File: src/rtl/imem_dmem_arbiter.sv
`default_nettype none
// ============================================================================
//  Module   : imem_dmem_arbiter
//  Purpose  : Shares one single-port unified instruction/data memory between
//             the fetch stage (I port) and the MEM stage (D port). Each access
//             is issued as a one-cycle mem_en strobe, then a fixed MEM_LAT
//             wait, then a one-cycle DONE where read data is returned.
//  Revision : 1.0  initial release
// ----------------------------------------------------------------------------
//  Ports
//    clk, rst                  clock; asynchronous active-low reset
//    if_req/if_addr            fetch request (level) and byte address
//    if_rdata/if_done/if_stall fetch result, completion pulse, stall
//    d_req/d_we/d_addr/
//    d_wdata/d_be              load/store request
//    d_rdata/d_done/d_stall    load result, completion pulse, stall
//    mem_en/mem_we/mem_addr/
//    mem_wdata/mem_be          registered memory command
//    mem_rdata                 memory read data, valid MEM_LAT after mem_en
// ============================================================================
module imem_dmem_arbiter #(
    parameter int XLEN    = 32,
    parameter int MEM_LAT = 2
) (
    input  logic            clk,
    input  logic            rst,
    input  logic            if_req,
    input  logic [XLEN-1:0] if_addr,
    output logic [XLEN-1:0] if_rdata,
    output logic            if_done,
    output logic            if_stall,
    input  logic            d_req,
    input  logic            d_we,
    input  logic [XLEN-1:0] d_addr,
    input  logic [XLEN-1:0] d_wdata,
    input  logic [3:0]      d_be,
    output logic [XLEN-1:0] d_rdata,
    output logic            d_done,
    output logic            d_stall,
    output logic            mem_en,
    output logic            mem_we,
    output logic [XLEN-1:0] mem_addr,
    output logic [XLEN-1:0] mem_wdata,
    output logic [3:0]      mem_be,
    input  logic [XLEN-1:0] mem_rdata
);

    typedef enum logic [1:0] {
        ST_IDLE  = 2'd0,
        ST_ISSUE = 2'd1,
        ST_WAIT  = 2'd2,
        ST_DONE  = 2'd3
    } state_t;

    localparam logic       OWN_I    = 1'b0;
    localparam logic       OWN_D    = 1'b1;
    localparam logic [3:0] CNT_LOAD = 4'(MEM_LAT);

    state_t          state_q, state_d;
    logic            owner_q, owner_d;
    logic [3:0]      cnt_q, cnt_d;
    logic            store_q, store_d;      // current access is a store
    logic            mem_en_q, mem_en_d;
    logic            mem_we_q, mem_we_d;
    logic [XLEN-1:0] mem_addr_q, mem_addr_d;
    logic [XLEN-1:0] mem_wdata_q, mem_wdata_d;
    logic [3:0]      mem_be_q, mem_be_d;
    logic            grant_d, grant_i;      // start an access next cycle
    logic            done_w;

    always_comb begin
        state_d     = state_q;
        owner_d     = owner_q;
        cnt_d       = cnt_q;
        store_d     = store_q;
        mem_addr_d  = mem_addr_q;
        mem_wdata_d = mem_wdata_q;
        mem_be_d    = mem_be_q;
        grant_d     = 1'b0;
        grant_i     = 1'b0;

        case (state_q)
            ST_IDLE: begin
                if (d_req) begin
                    grant_d = 1'b1;
                end else if (if_req) begin
                    grant_i = 1'b1;
                end
            end
            ST_ISSUE: begin
                cnt_d   = cnt_q - 4'd1;
                state_d = (cnt_q == 4'd1) ? ST_DONE : ST_WAIT;
            end
            ST_WAIT: begin
                cnt_d = cnt_q - 4'd1;
                if (cnt_q == 4'd1) begin
                    state_d = ST_DONE;
                end
            end
            ST_DONE: begin
                // Only the other port may be granted here; this is what
                // forces strict alternation under continuous contention.
                state_d = ST_IDLE;
                if (owner_q == OWN_D && if_req) begin
                    grant_i = 1'b1;
                end else if (owner_q == OWN_I && d_req) begin
                    grant_d = 1'b1;
                end
            end
            default: state_d = ST_IDLE;
        endcase

        if (grant_d) begin
            state_d     = ST_ISSUE;
            owner_d     = OWN_D;
            cnt_d       = CNT_LOAD;
            store_d     = d_we;
            mem_addr_d  = d_addr;
            mem_wdata_d = d_wdata;
            mem_be_d    = d_we ? d_be : 4'hF;
        end else if (grant_i) begin
            state_d     = ST_ISSUE;
            owner_d     = OWN_I;
            cnt_d       = CNT_LOAD;
            store_d     = 1'b0;
            mem_addr_d  = if_addr;
            mem_wdata_d = '0;
            mem_be_d    = 4'hF;
        end

        // Every entry into ISSUE goes through a grant, so the strobes are
        // simply the registered grant.
        mem_en_d = grant_d | grant_i;
        mem_we_d = grant_d & d_we;
    end

    always_ff @(posedge clk or negedge rst) begin
        if (!rst) begin
            state_q     <= ST_IDLE;
            owner_q     <= OWN_D;
            cnt_q       <= 4'd0;
            store_q     <= 1'b0;
            mem_en_q    <= 1'b0;
            mem_we_q    <= 1'b0;
            mem_addr_q  <= '0;
            mem_wdata_q <= '0;
            mem_be_q    <= 4'h0;
        end else begin
            state_q     <= state_d;
            owner_q     <= owner_d;
            cnt_q       <= cnt_d;
            store_q     <= store_d;
            mem_en_q    <= mem_en_d;
            mem_we_q    <= mem_we_d;
            mem_addr_q  <= mem_addr_d;
            mem_wdata_q <= mem_wdata_d;
            mem_be_q    <= mem_be_d;
        end
    end

    assign done_w   = (state_q == ST_DONE);
    assign if_done  = done_w & (owner_q == OWN_I);
    assign d_done   = done_w & (owner_q == OWN_D);
    assign if_rdata = if_done ? mem_rdata : '0;
    assign d_rdata  = (d_done & ~store_q) ? mem_rdata : '0;
    assign if_stall = if_req & ~if_done;
    assign d_stall  = d_req & ~d_done;

    assign mem_en    = mem_en_q;
    assign mem_we    = mem_we_q;
    assign mem_addr  = mem_addr_q;
    assign mem_wdata = mem_wdata_q;
    assign mem_be    = mem_be_q;

endmodule
`default_nettype wire

File: config.mk
export PLATFORM = sky130hd
export DESIGN_NAME = imem_dmem_arbiter
export DESIGN_NICKNAME = d
export VERILOG_FILES = /design/src/rtl/imem_dmem_arbiter.sv
export SDC_FILE = /design/constraint.sdc
export NUM_CORES = 1
export LEC_CHECK = 0
export CAP_MARGIN = 5
export CORE_MARGIN = 2
export CORE_UTILIZATION = 35
export CTS_CLUSTER_DIAMETER = 40
export DETAILED_ROUTE_END_ITERATION = 8
export PLACE_DENSITY = 0.89
export SLEW_MARGIN = 10
export SYNTH_ARGS = -nofsm -noshare
export SYNTH_HDL_FRONTEND = slang
export SYNTH_SLANG_ARGS = --single-unit
File: constraint.sdc
create_clock -name clk -period 2.16 [get_ports clk]
set_input_delay 0.324 -clock clk [delete_from_list [all_inputs] [get_ports clk]]
set_output_delay 0.324 -clock clk [all_outputs]
set_load 0.01 [all_outputs]
==> results.md, run 1 <==
* Status: complete, but fails checks
* Failing checks: setup timing
* Hold Crit Class: in -> async
* Power density cells at roughly 1200 nW/um^2
* Worst-Skew Late Latency at ~360 ps
* Fin worst setup slack at -159 ps
* Crit end category: output pin
* Max-cap violations at 0
* Yosys top cell by area: dfrtp_1
* # DRC at 0
* Synth unique cells at 31
* Crit Path Max Fanout at 16
* Die area at roughly 12,000 um^2
* Die width at approximately 110 um
* N_diodes at 0
* Synth Register Bits at 78
* Layout Cells excl Fill at 773
* Final core occ at 0.662
* Post-DRT Antenna Nets at 0
* Post-DP HPWL at 10,200 um
* Clock root cell: clkbuf_8
* Crit path kind: reg -> out
* Num CTS Buffers at 9
* Avg WL per Cell at 17.7 um
* Slew Limit Headroom at 0.643
* Total grt overflow at 0
* Starting DRT DRC Count at 146
* Synth async-reset ratio at 1.00
* CP startpoint kind: flop
* Slew Viols, Final at 0
* Slew @ Worst Pin at 535 ps
* Global placer's final weighted congestion at 0.893
* Drt pass-1 iters at 5
* H-Tree Depth at 3
* Clock slew seen by the registers of the worst setup and hold paths at 80 ps
* Starting Density at 0.363
* Die Ht at 108 um
* Arrival time at the worst endpoint at 1990 ps
* Clock Path Buffers at 2
* Initial antenna violation count at 0
* Layout cells sized above 1 at 0.144
* Core Region at 10,400 um^2
* Syn Area/Cell at 10.8 um^2
* Synth top area share at 0.512
* Fin. Hold Viols at 0
* Vias in the first global route at ~4,000
* I/O Pins at 275
* Dpl cells at 744
* Setup WS pre-CTS at -1.84 ps
* Largest net degree at the start of global routing at 50
* Worst IR Drop VDD at ~0.00068 V
* First-pass GRT wire length at 20,600 um
* Synthesized area at 3760 um^2
* Row count at 37
* Crit share post-route at 1.07
* Maximum clock frequency at 431 MHz
* Main synth FF type: dfrtp_1
* Syn_nets at between 400 and 500
* Vias post-DR at 3,780
* Final setup viols at 2
* Post-route cell area at 6860 um^2
* TritonCTS clock tree: built
* RSZ-0062 raised after global routing: true
* WL final at approximately 14,000 um
* GRT Total Usage at 0.234
* DR vias/cell at 4.89
* Static leakage at 3.40 nW
* Number of I/O port buffers at 274
* Mapped Cells at between 300 and 400
* Placed inst area at 6650 um^2
* # nets final at 778
* EDFF count, synth at 0
* Final worst path period need at around 2300 ps
* Largest cells by area after synthesis: dfrtp_1 (51%), and2_1 (11%), mux2i_1 (8.8%)
* Area Growth Syn to Fin at 82.4%
* Skew final at 12.9 ps
* Post-synthesis sequential area ratio at 0.519
* Synth warnings at 0
* Worst Path Required at 1840 ps
* TritonCTS sink count at 78
## cell families (layout without fill, tap and decap cells)
| logic type | count (synthesis) | count (layout) | synth area share |
|---|---|---|---|
| compound gates | 77 | 77 | 0.150 |
| fa+ha+maj | 7 | 7 | 0.0233 |
| buf+inv | 32 | 321 | 0.0456 |
| mux | 33 | 33 | 0.0878 |
| simple gates | 118 | 118 | 0.167 |
| xor+xnor | 3 | 3 | 0.00699 |
| flops | 78 | 78 | 0.519 |
## layout by cell type (no fill, tap or decap), types with 3 or more instances in the layout
cell type        instances
o21ai_1                 14
dlygate4sd2_1           13
buf_4                   14
clkbuf_8                10
clkdlybuf4s50_1        209
nand2_1                 39
inv_1                    6
dfrtp_1                 77
a22o_1                  32
clkdlybuf4s15_1          7
o21ai_0                 19
buf_12                   3
buf_6                    8
o32a_1                   4
clkbuf_2                34
dlymetal6s2s_1           8
ha_1                     5
nor2_1                   4
and2_1                  64
mux2i_1                 33
## through the flow
stage	power (mW)	hold slack, ps	TNS, ps
2_1_floorplan	4.76	28.4	0
3_3_place_gp	6.91	333	0
3_5_place_dp	7.10	347	-1.84
4_1_cts	8.28	485	-1920
5_1_grt	8.82	495	-891
6_report	8.30	496	-316
## Yosys cell counts (2+ instances only)
cell,number
inv_1,6
mux2i_1,33
buf_6,4
ha_1,7
o21ai_0,19
nor2b_1,4
nand2_1,40
and2_1,66
xnor2_1,2
dfrtp_1,77
buf_2,5
a22o_1,32
clkbuf_1,11
o32a_1,4
inv_2,2
o21ai_1,14
buf_4,4
nor2_1,5
## worst max-delay path, cell delays in order (launching register included)
cell and delay [ps]:
dfrtp_1 400, ha_1 180, nand2_2 90, nor2_4 160, buf_8 160, and2_1 130
clkdlybuf4s50_1 520
## flip-flops by register name, summed over array words and instances (netlist names)
| signal | count |
|---|---|
| mem_addr | 32 |
| store_q | 1 |
| mem_en | 1 |
| cnt_q | 4 |
| owner_q | 1 |
| mem_wdata | 32 |
| mem_be | 4 |
| mem_we | 1 |
| state_q | 2 |
## repair_timing
action                                 4_1_cts  5_1_grt
buffers inserted                             7        3
gates resized for setup                     73      100
gates cloned                                 4        0
pin swaps                                    0        0
hold buffers                                 1        0
endpoints found under the hold margin       40        0
setup endpoints to repair                   66      103
## layer usage
layer	GRT usage	wire length, um
met4	0.119	508
met1	0.235	4810
met3	0.0696	1170
met2	0.432	7160
met5	0	0
## where the power goes
group	switching, mW	leakage, nW	internal, mW
logic	2.12	2.34	2.57
clock network	0.522	0.0980	0.551
registers	0.405	0.969	2.13
total	3.05	3.40	5.25
## final cells by class
type	instances	area [um^2]
inverter	8	30.0
multi-input combinational	238	1680
tap	136	170
sequential	78	1950
clock buffer	10	138
fill	799	3510
timing repair buffer	299	2840
clock inverter	4	48.8
## final timing paths
check / startpoint / endpoint / slack [ps] / cells past startpoint
max in group asynchronous: rst / owner_q$_DFFE_PN1P_ / 1000 / 3
worst min-delay path: rst / mem_wdata[30]$_DFFE_PN0P_ / 500 / 2
worst max-delay path: state_q[1]$_DFFE_PN0P_ / d_rdata[20] / -160 / 6
worst max register to register: state_q[0]$_DFFE_PN0P_ / state_q[0]$_DFFE_PN0P_ / 130 / 9
min in group clk: mem_wdata[3]$_DFFE_PN0P_ / mem_wdata[3]$_DFFE_PN0P_ / 500 / 1
worst min register to register: mem_wdata[3]$_DFFE_PN0P_ / mem_wdata[3]$_DFFE_PN0P_ / 500 / 1
Power figures use the tool's default switching activity.
==> run 2, diff against run 1 <==
--- a/config.mk
+++ b/config.mk
@@ -8,7 +8,9 @@
 export CAP_MARGIN = 5
 export CORE_MARGIN = 2
 export CORE_UTILIZATION = 35
+export CTS_BUF_LIST = sky130_fd_sc_hd__clkbuf_16
 export CTS_CLUSTER_DIAMETER = 40
+export CTS_CLUSTER_SIZE = 10
 export DETAILED_ROUTE_END_ITERATION = 8
 export PLACE_DENSITY = 0.89
 export SLEW_MARGIN = 10
==> constraint.sdc (replaced) <==
create_clock -name clk -period 2.16 [get_ports clk]
set_input_delay 0.648 -clock clk [delete_from_list [all_inputs] [get_ports clk]]
set_output_delay 0.648 -clock clk [all_outputs]
set_load 0.01 [all_outputs]
==> results.md, run 2 (synthesized netlist as in run 1, its figures left out) <==
* Vias in the first global route at 3,946 (was 3,999)
* Worst-Skew Late Latency at 330 ps (was 360 ps)
* Sequential fraction of design power at 0.279 (was 0.306)
* Clock Path Buffers at 2 (unchanged)
* Die width at 108 um (unchanged)
* Most frequent CP cell: buf_6
* TritonCTS sink count at 78 (unchanged)
* Row count at 37 (unchanged)
* I/O Pins at 275 (unchanged)
* Placed inst area at 6750 um^2 (was 6650 um^2)
* Post-route cell area at 7190 um^2 (was 6860 um^2)
* Combinational share of power at 0.551 (was 0.565)
* Max-cap violations at 0 (unchanged)
* Starting Density at 0.363 (unchanged)
* Largest net degree at the start of global routing at 63 (was 50)
* Power density cells at 1270 nW/um^2 (was 1210 nW/um^2)
* Avg WL per Cell at 18.0 um (was 17.7 um)
* Maximum clock frequency at 427 MHz (was 431 MHz)
* First-pass GRT wire length at 20,100 um (was 20,600 um)
* Post-DP HPWL at 10,200 um (about the same)
* Final worst path period need at 2340 ps (was 2320 ps)
* Clock slew seen by the registers of the worst setup and hold paths at 60 ps (was 80 ps)
* Die area at 11,600 um^2 (unchanged)
* # nets final at 785 (was 778)
* Post-DRT Antenna Nets at 0 (unchanged)
* Vias post-DR at 3,807 (was 3,780)
* # DRC at 0 (unchanged)
* Most frequent cells in the layout: clkdlybuf4s50_1 (205), dfrtp_1 (77), nand2_1 (39) (was clkdlybuf4s50_1 (209), dfrtp_1 (77), and2_1 (64))
* Arrival time at the worst endpoint at 1690 ps (was 1990 ps)
* Status: complete, but fails checks (unchanged)
* Crit share post-route at 1.08 (was 1.07)
* Clock root cell: clkbuf_16 (was clkbuf_8)
* Critical-path top delay cell: dfrtp_1 (was clkdlybuf4s50_1)
* Skew final at 7.54 ps (was 12.9 ps)
* GRT Total Usage at 0.228 (was 0.234)
* Worst Path Required at 1510 ps (was 1840 ps)
* Drt pass-1 iters at 6 (was 5)
* Worst IR Drop VDD at 0.000736 V (was 0.000679 V)
* Total grt overflow at 0 (unchanged)
* Dpl cells at 753 (was 744)
* Num CTS Buffers at 9 (unchanged)
* Hold Crit Class: in -> async (unchanged)
* WL final at 14,000 um (was 13,700 um)
* Crit end category: output pin (unchanged)
* Crit Path Max Fanout at 8 (was 16)
* Crit path kind: reg -> out (unchanged)
* Static leakage at 3.45 nW (was 3.40 nW)
* RSZ-0062 raised after global routing: true (unchanged)
* Total stage count of the critical path at 7 (was 6)
* Slew @ Worst Pin at 490 ps (was 535 ps)
* CP cell instances: buf_6 -> ha_4 -> nor2b_4 -> buf_6 -> clkbuf_16 -> and2_4 -> buf_6 (was ha_1 -> nand2_2 -> nor2_4 -> buf_8 -> and2_1 -> clkdlybuf4s50_1)
* Reg-to-Reg Start: state_q[1]$_DFFE_PN0P_ (was state_q[0]$_DFFE_PN0P_)
* CP startpoint kind: flop (unchanged)
* Switch share at 0.349 (was 0.368)
* Die Ht at 108 um (unchanged)
* Global placer's final weighted congestion at 0.859 (was 0.893)
* Kind of cell adding the most delay to the critical path: buffers and inverters (unchanged)
* R2r endpoint: mem_addr[18]$_DFFE_PN0P_ (was state_q[0]$_DFFE_PN0P_)
* CP bufs+invs at 4 (was 2)
* Post-CTS Hold Buffers at 0 (was 1)
* Core Region at 10,400 um^2 (unchanged)
* R2r setup slk at 80 ps (was 130 ps)
* Worst Reg-to-Reg Cells at 8 (was 9)
* TritonCTS clock tree: built (unchanged)
* Initial antenna violation count at 0 (unchanged)
* Fin worst setup slack at -180 ps (was -159 ps)
* Layout cells sized above 1 at 0.252 (was 0.144)
* Fin. Hold Viols at 0 (unchanged)
* Area Growth Syn to Fin at 91.2% (was 82.4%)
* Psw at 3.18 mW (was 3.05 mW)
* H-Tree Depth at 3 (unchanged)
* Worst Setup EP: if_rdata[20] (was d_rdata[20])
* Final setup viols at 66 (was 2)
* Most common cell after layout, fill and taps aside: clkdlybuf4s50_1 (unchanged)
* Starting DRT DRC Count at 113 (was 146)
* DR vias/cell at 4.88 (was 4.89)
* Failing checks: setup timing (unchanged)
* Number of I/O port buffers at 274 (unchanged)
* Layout Cells excl Fill at 780 (was 773)
* Slew Limit Headroom at 0.673 (was 0.643)
* Clk pwr share at 0.170 (was 0.129)
* Crit path launch: state_q[0]$_DFFE_PN0P_ (was state_q[1]$_DFFE_PN0P_)
* Slew Viols, Final at 0 (unchanged)
* Delay of the slowest cell on the worst path at 410 ps (was 520 ps)
* N_diodes at 0 (unchanged)
* Cell-internal power at 5.93 mW (was 5.25 mW)
## run 2: metrics by stage
step	hold slack (ps)	util	power [mW]	setup slack [ps]	TNS, ps
after floorplan	352	-	4.76	164	0
after global placement	461	0.651	7.04	-357	-18690
after detailed placement	482	0.651	7.23	-346	-21250
after CTS	291	0.670	8.76	-399	-10250
after global routing	314	0.693	9.66	-268	-12610
final	284	0.693	9.11	-180	-7420
## run 2: repair_timing
item | CTS | global route
cloned | 0 | 4
pin swaps | 0 | 21
setup buffers | 0 | 10
setup endpoints to repair | 68 | 77
resized for setup | 155 | 186
## run 2: routing by layer
layer	global-route usage	routed length, um	part of all wire	up-vias
met2	0.409	7480	0.53	190
met1	0.242	4900	0.35	1808
met4	0.103	541	0.039	0
li1	-	-	-	1774
met3	0.0732	1120	0.080	35
met5	0	0	0	-
## run 2: worst register-to-register path, stage by stage (launching register included)
cell and delay (ps):
dfrtp_1 420, buf_4 150, buf_4 130, inv_1 100, ha_2 340, nor2b_4 150, o21a_2 210, buf_12 260
o21ai_0 190
## run 2: worst min-delay path by stage
stage | cells after the start | startpoint | slack [ps] | end
after CTS | 1 | rst | 290 | mem_addr[13]$_DFFE_PN0P_
after global routing | 1 | rst | 310 | mem_wdata[30]$_DFFE_PN0P_
after floorplan | 0 | rst | 350 | cnt_q[0]$_DFFE_PN0P_
after global placement | 1 | store_q$_DFFE_PN0P_ | 460 | store_q$_DFFE_PN0P_
final | 1 | rst | 280 | mem_wdata[30]$_DFFE_PN0P_
after detailed placement | 1 | mem_wdata[10]$_DFFE_PN0P_ | 480 | mem_wdata[10]$_DFFE_PN0P_
## run 2: power groups by stage
stage | combinational [mW] | sequential, mW | clock (mW)
2_1_floorplan | 2.01 | 2.75 | 0
3_3_place_gp | 4.53 | 2.51 | 0
3_5_place_dp | 4.70 | 2.53 | 0
4_1_cts | 4.63 | 2.54 | 1.58
5_1_grt | 5.39 | 2.62 | 1.66
6_report | 5.02 | 2.54 | 1.55
## run 2: area by class of cell
cell class              instances  area [um^2]
multi-input cells             238         1760
repair buffers                306         2970
inverters                       8         32.5
clock inverters                 5         77.6
flip-flops and latches         78         1950
well taps                     136          170
fillers                       741         3180
clock buffers                   9          225
==> run 3, diff against run 2 <==
--- a/config.mk
+++ b/config.mk
@@ -5,7 +5,6 @@
 export SDC_FILE = /design/constraint.sdc
 export NUM_CORES = 1
 export LEC_CHECK = 0
-export CAP_MARGIN = 5
 export CORE_MARGIN = 2
 export CORE_UTILIZATION = 35
 export CTS_BUF_LIST = sky130_fd_sc_hd__clkbuf_16
@@ -13,6 +12,7 @@
 export CTS_CLUSTER_SIZE = 10
 export DETAILED_ROUTE_END_ITERATION = 8
 export PLACE_DENSITY = 0.89
+export SETUP_SLACK_MARGIN = 0.5
 export SLEW_MARGIN = 10
 export SYNTH_ARGS = -nofsm -noshare
 export SYNTH_HDL_FRONTEND = slang
==> results.md, run 3 (synthesized netlist as in run 1, its figures left out) <==
* Worst Path Required at 1510 ps (about the same)
* Maximum clock frequency at 416 MHz (was 427 MHz)
* Crit share post-route at 1.11 (was 1.08)
* Die Ht at 108 um (unchanged)
* Vias post-DR at 4,164 (was 3,807)
* Final core occ at 0.830 (was 0.693)
* Number of I/O port buffers at 274 (unchanged)
* Failing checks: setup timing (unchanged)
* Core Region at 10,400 um^2 (unchanged)
* Starting DRT DRC Count at 158 (was 113)
* # DRC at 0 (unchanged)
* Crit end category: output pin (unchanged)
* Die area at 11,600 um^2 (unchanged)
* Starting Density at 0.363 (unchanged)
* Crit Path Max Fanout at 4 (was 8)
* Global placer's final weighted congestion at 0.828 (was 0.859)
* WL final at 17,100 um (was 14,000 um)
* TritonCTS clock tree: built (unchanged)
* Clock slew seen by the registers of the worst setup and hold paths at 60 ps (about the same)
* Final setup viols at 123 (was 66)
* Crit path kind: reg -> out (unchanged)
* Drt pass-1 iters at 5 (was 6)
* Clock root cell: clkbuf_16 (unchanged)
* Layout cells sized above 1 at 0.427 (was 0.252)
* Area Growth Syn to Fin at 129% (was 91.2%)
* CP startpoint kind: flop (unchanged)
* Post-route cell area at 8610 um^2 (was 7190 um^2)
* Reg-to-Reg Start: state_q[1]$_DFFE_PN0P_ (unchanged)
* Post-DP HPWL at 10,200 um (about the same)
* Placed inst area at 6940 um^2 (was 6750 um^2)
* Most common cell after layout, fill and taps aside: clkdlybuf4s50_1 (unchanged)
* DR vias/cell at 5.02 (was 4.88)
* N_diodes at 0 (unchanged)
* # nets final at 833 (was 785)
* Total grt overflow at 0 (unchanged)
* Max-cap violations at 0 (unchanged)
* Clock Path Buffers at 2 (unchanged)
* Power density cells at 1300 nW/um^2 (was 1270 nW/um^2)
* Status: complete, but fails checks (unchanged)
* Final worst path period need at 2400 ps (was 2340 ps)
* Slew Viols, Final at 0 (unchanged)
* First-pass GRT wire length at 22,800 um (was 20,100 um)
* Worst-Skew Late Latency at 330 ps (about the same)
* Largest net degree at the start of global routing at 53 (was 63)
* RSZ-0062 raised after global routing: true (unchanged)
* Slew @ Worst Pin at 474 ps (was 490 ps)
* I/O Pins at 275 (unchanged)
* Worst IR Drop VDD at 0.000708 V (was 0.000736 V)
* TritonCTS sink count at 78 (unchanged)
* H-Tree Depth at 3 (unchanged)
* Initial antenna violation count at 0 (unchanged)
* Crit path launch: state_q[0]$_DFFE_PN0P_ (unchanged)
* Avg WL per Cell at 20.6 um (was 18.0 um)
* Hold Crit Class: in -> async (unchanged)
* Post-DRT Antenna Nets at 0 (unchanged)
* Slew Limit Headroom at 0.681 (was 0.673)
* Fin worst setup slack at -244 ps (was -180 ps)
* Skew final at 7.61 ps (was 7.54 ps)
* Setup WS pre-CTS at -406 ps (was -346 ps)
* Num CTS Buffers at 9 (unchanged)
* Row count at 37 (unchanged)
* Die width at 108 um (unchanged)
* GRT Total Usage at 0.258 (was 0.228)
* Arrival time at the worst endpoint at 1760 ps (was 1690 ps)
* Fin. Hold Viols at 0 (unchanged)
* Vias in the first global route at 4,319 (was 3,946)
* Most frequent cells in the layout: clkdlybuf4s50_1 (135), buf_6 (97), dfrtp_1 (77) (was clkdlybuf4s50_1 (205), dfrtp_1 (77), nand2_1 (39))
* Static leakage at 4.15 nW (was 3.45 nW)
run 3: changes by cell type in the layout (fill, tap and decap cells not counted), sizes merged:
| cell | delta |
|---|---|
| clkdlybuf4s15 | +60 |
| clkdlybuf4s50 | -70 |
| dlygate4sd2 | +10 |
| clkinv | +2 |
| inv | +1 |
| buf | +47 |
run 3: per-stage QoR:
step / instances / setup TNS, ps / hold WS, ps / power, mW
global placement: 753 / -19760 / 485 / 7.29
global route: 830 / -19590 / 257 / 11.7
floorplan: 348 / 0 / 352 / 5.08
detailed placement: 753 / -22600 / 486 / 7.50
finish: 830 / -12250 / 228 / 11.2
CTS: 797 / -14910 / 239 / 9.98
run 3: path summary, 6_finish.rpt:
kind / cells past startpoint / end / slack, ps
setup / recovery: 8 / d_rdata[22] / -240
hold / removal: 1 / mem_wdata[0]$_DFFE_PN0P_ / 230
setup reg to reg: 12 / mem_wdata[2]$_DFFE_PN0P_ / -150
hold reg to reg: 1 / mem_wdata[31]$_DFFE_PN0P_ / 510
max in group asynchronous: 2 / mem_wdata[12]$_DFFE_PN0P_ / 1320
min in group clk: 1 / mem_wdata[31]$_DFFE_PN0P_ / 510
run 3: power by group:
group | total, mW | switching, mW | internal [mW]
sequential | 2.55 | 0.415 | 2.14
clock | 1.60 | 0.593 | 1.01
combinational | 7.03 | 3.01 | 4.02
run 3: per-layer routing:
layer  GRT usage  share of wire  vias up
met4       0.107          0.036        0
met5           0              0        -
met3      0.0515          0.063       43
li1            -              -     1879
met1       0.276           0.35     2034
met2       0.491           0.56      208
run 3: area by class of cell:
cell class	instances	area (um^2)
Clock buffer	9	225
Clock inverter	7	90.1
Fill cell	545	1760
Inverter	8	37.5
Multi-Input combinational cell	238	2100
Sequential cell	78	1950
Tap cell	136	170
Timing Repair Buffer	353	4030
Timing Repair inverter	1	8.76
run 3: worst max-delay path, stage by stage, from the launching register on:
cell and delay, ps:
dfrtp_1 380, ha_2 190, nand2_2 80, nor2_4 190
buf_6 140, clkbuf_16 130, buf_6 100, and2_4 140
buf_6 90
run 3: repair_timing:
action / CTS / global route
setup buffers: 13 / 29
endpoints found under the setup margin: 214 / 192
hold buffers: 0 / 0
pin swaps: 26 / 60
gates resized for setup: 320 / 287
cloned: 15 / 4
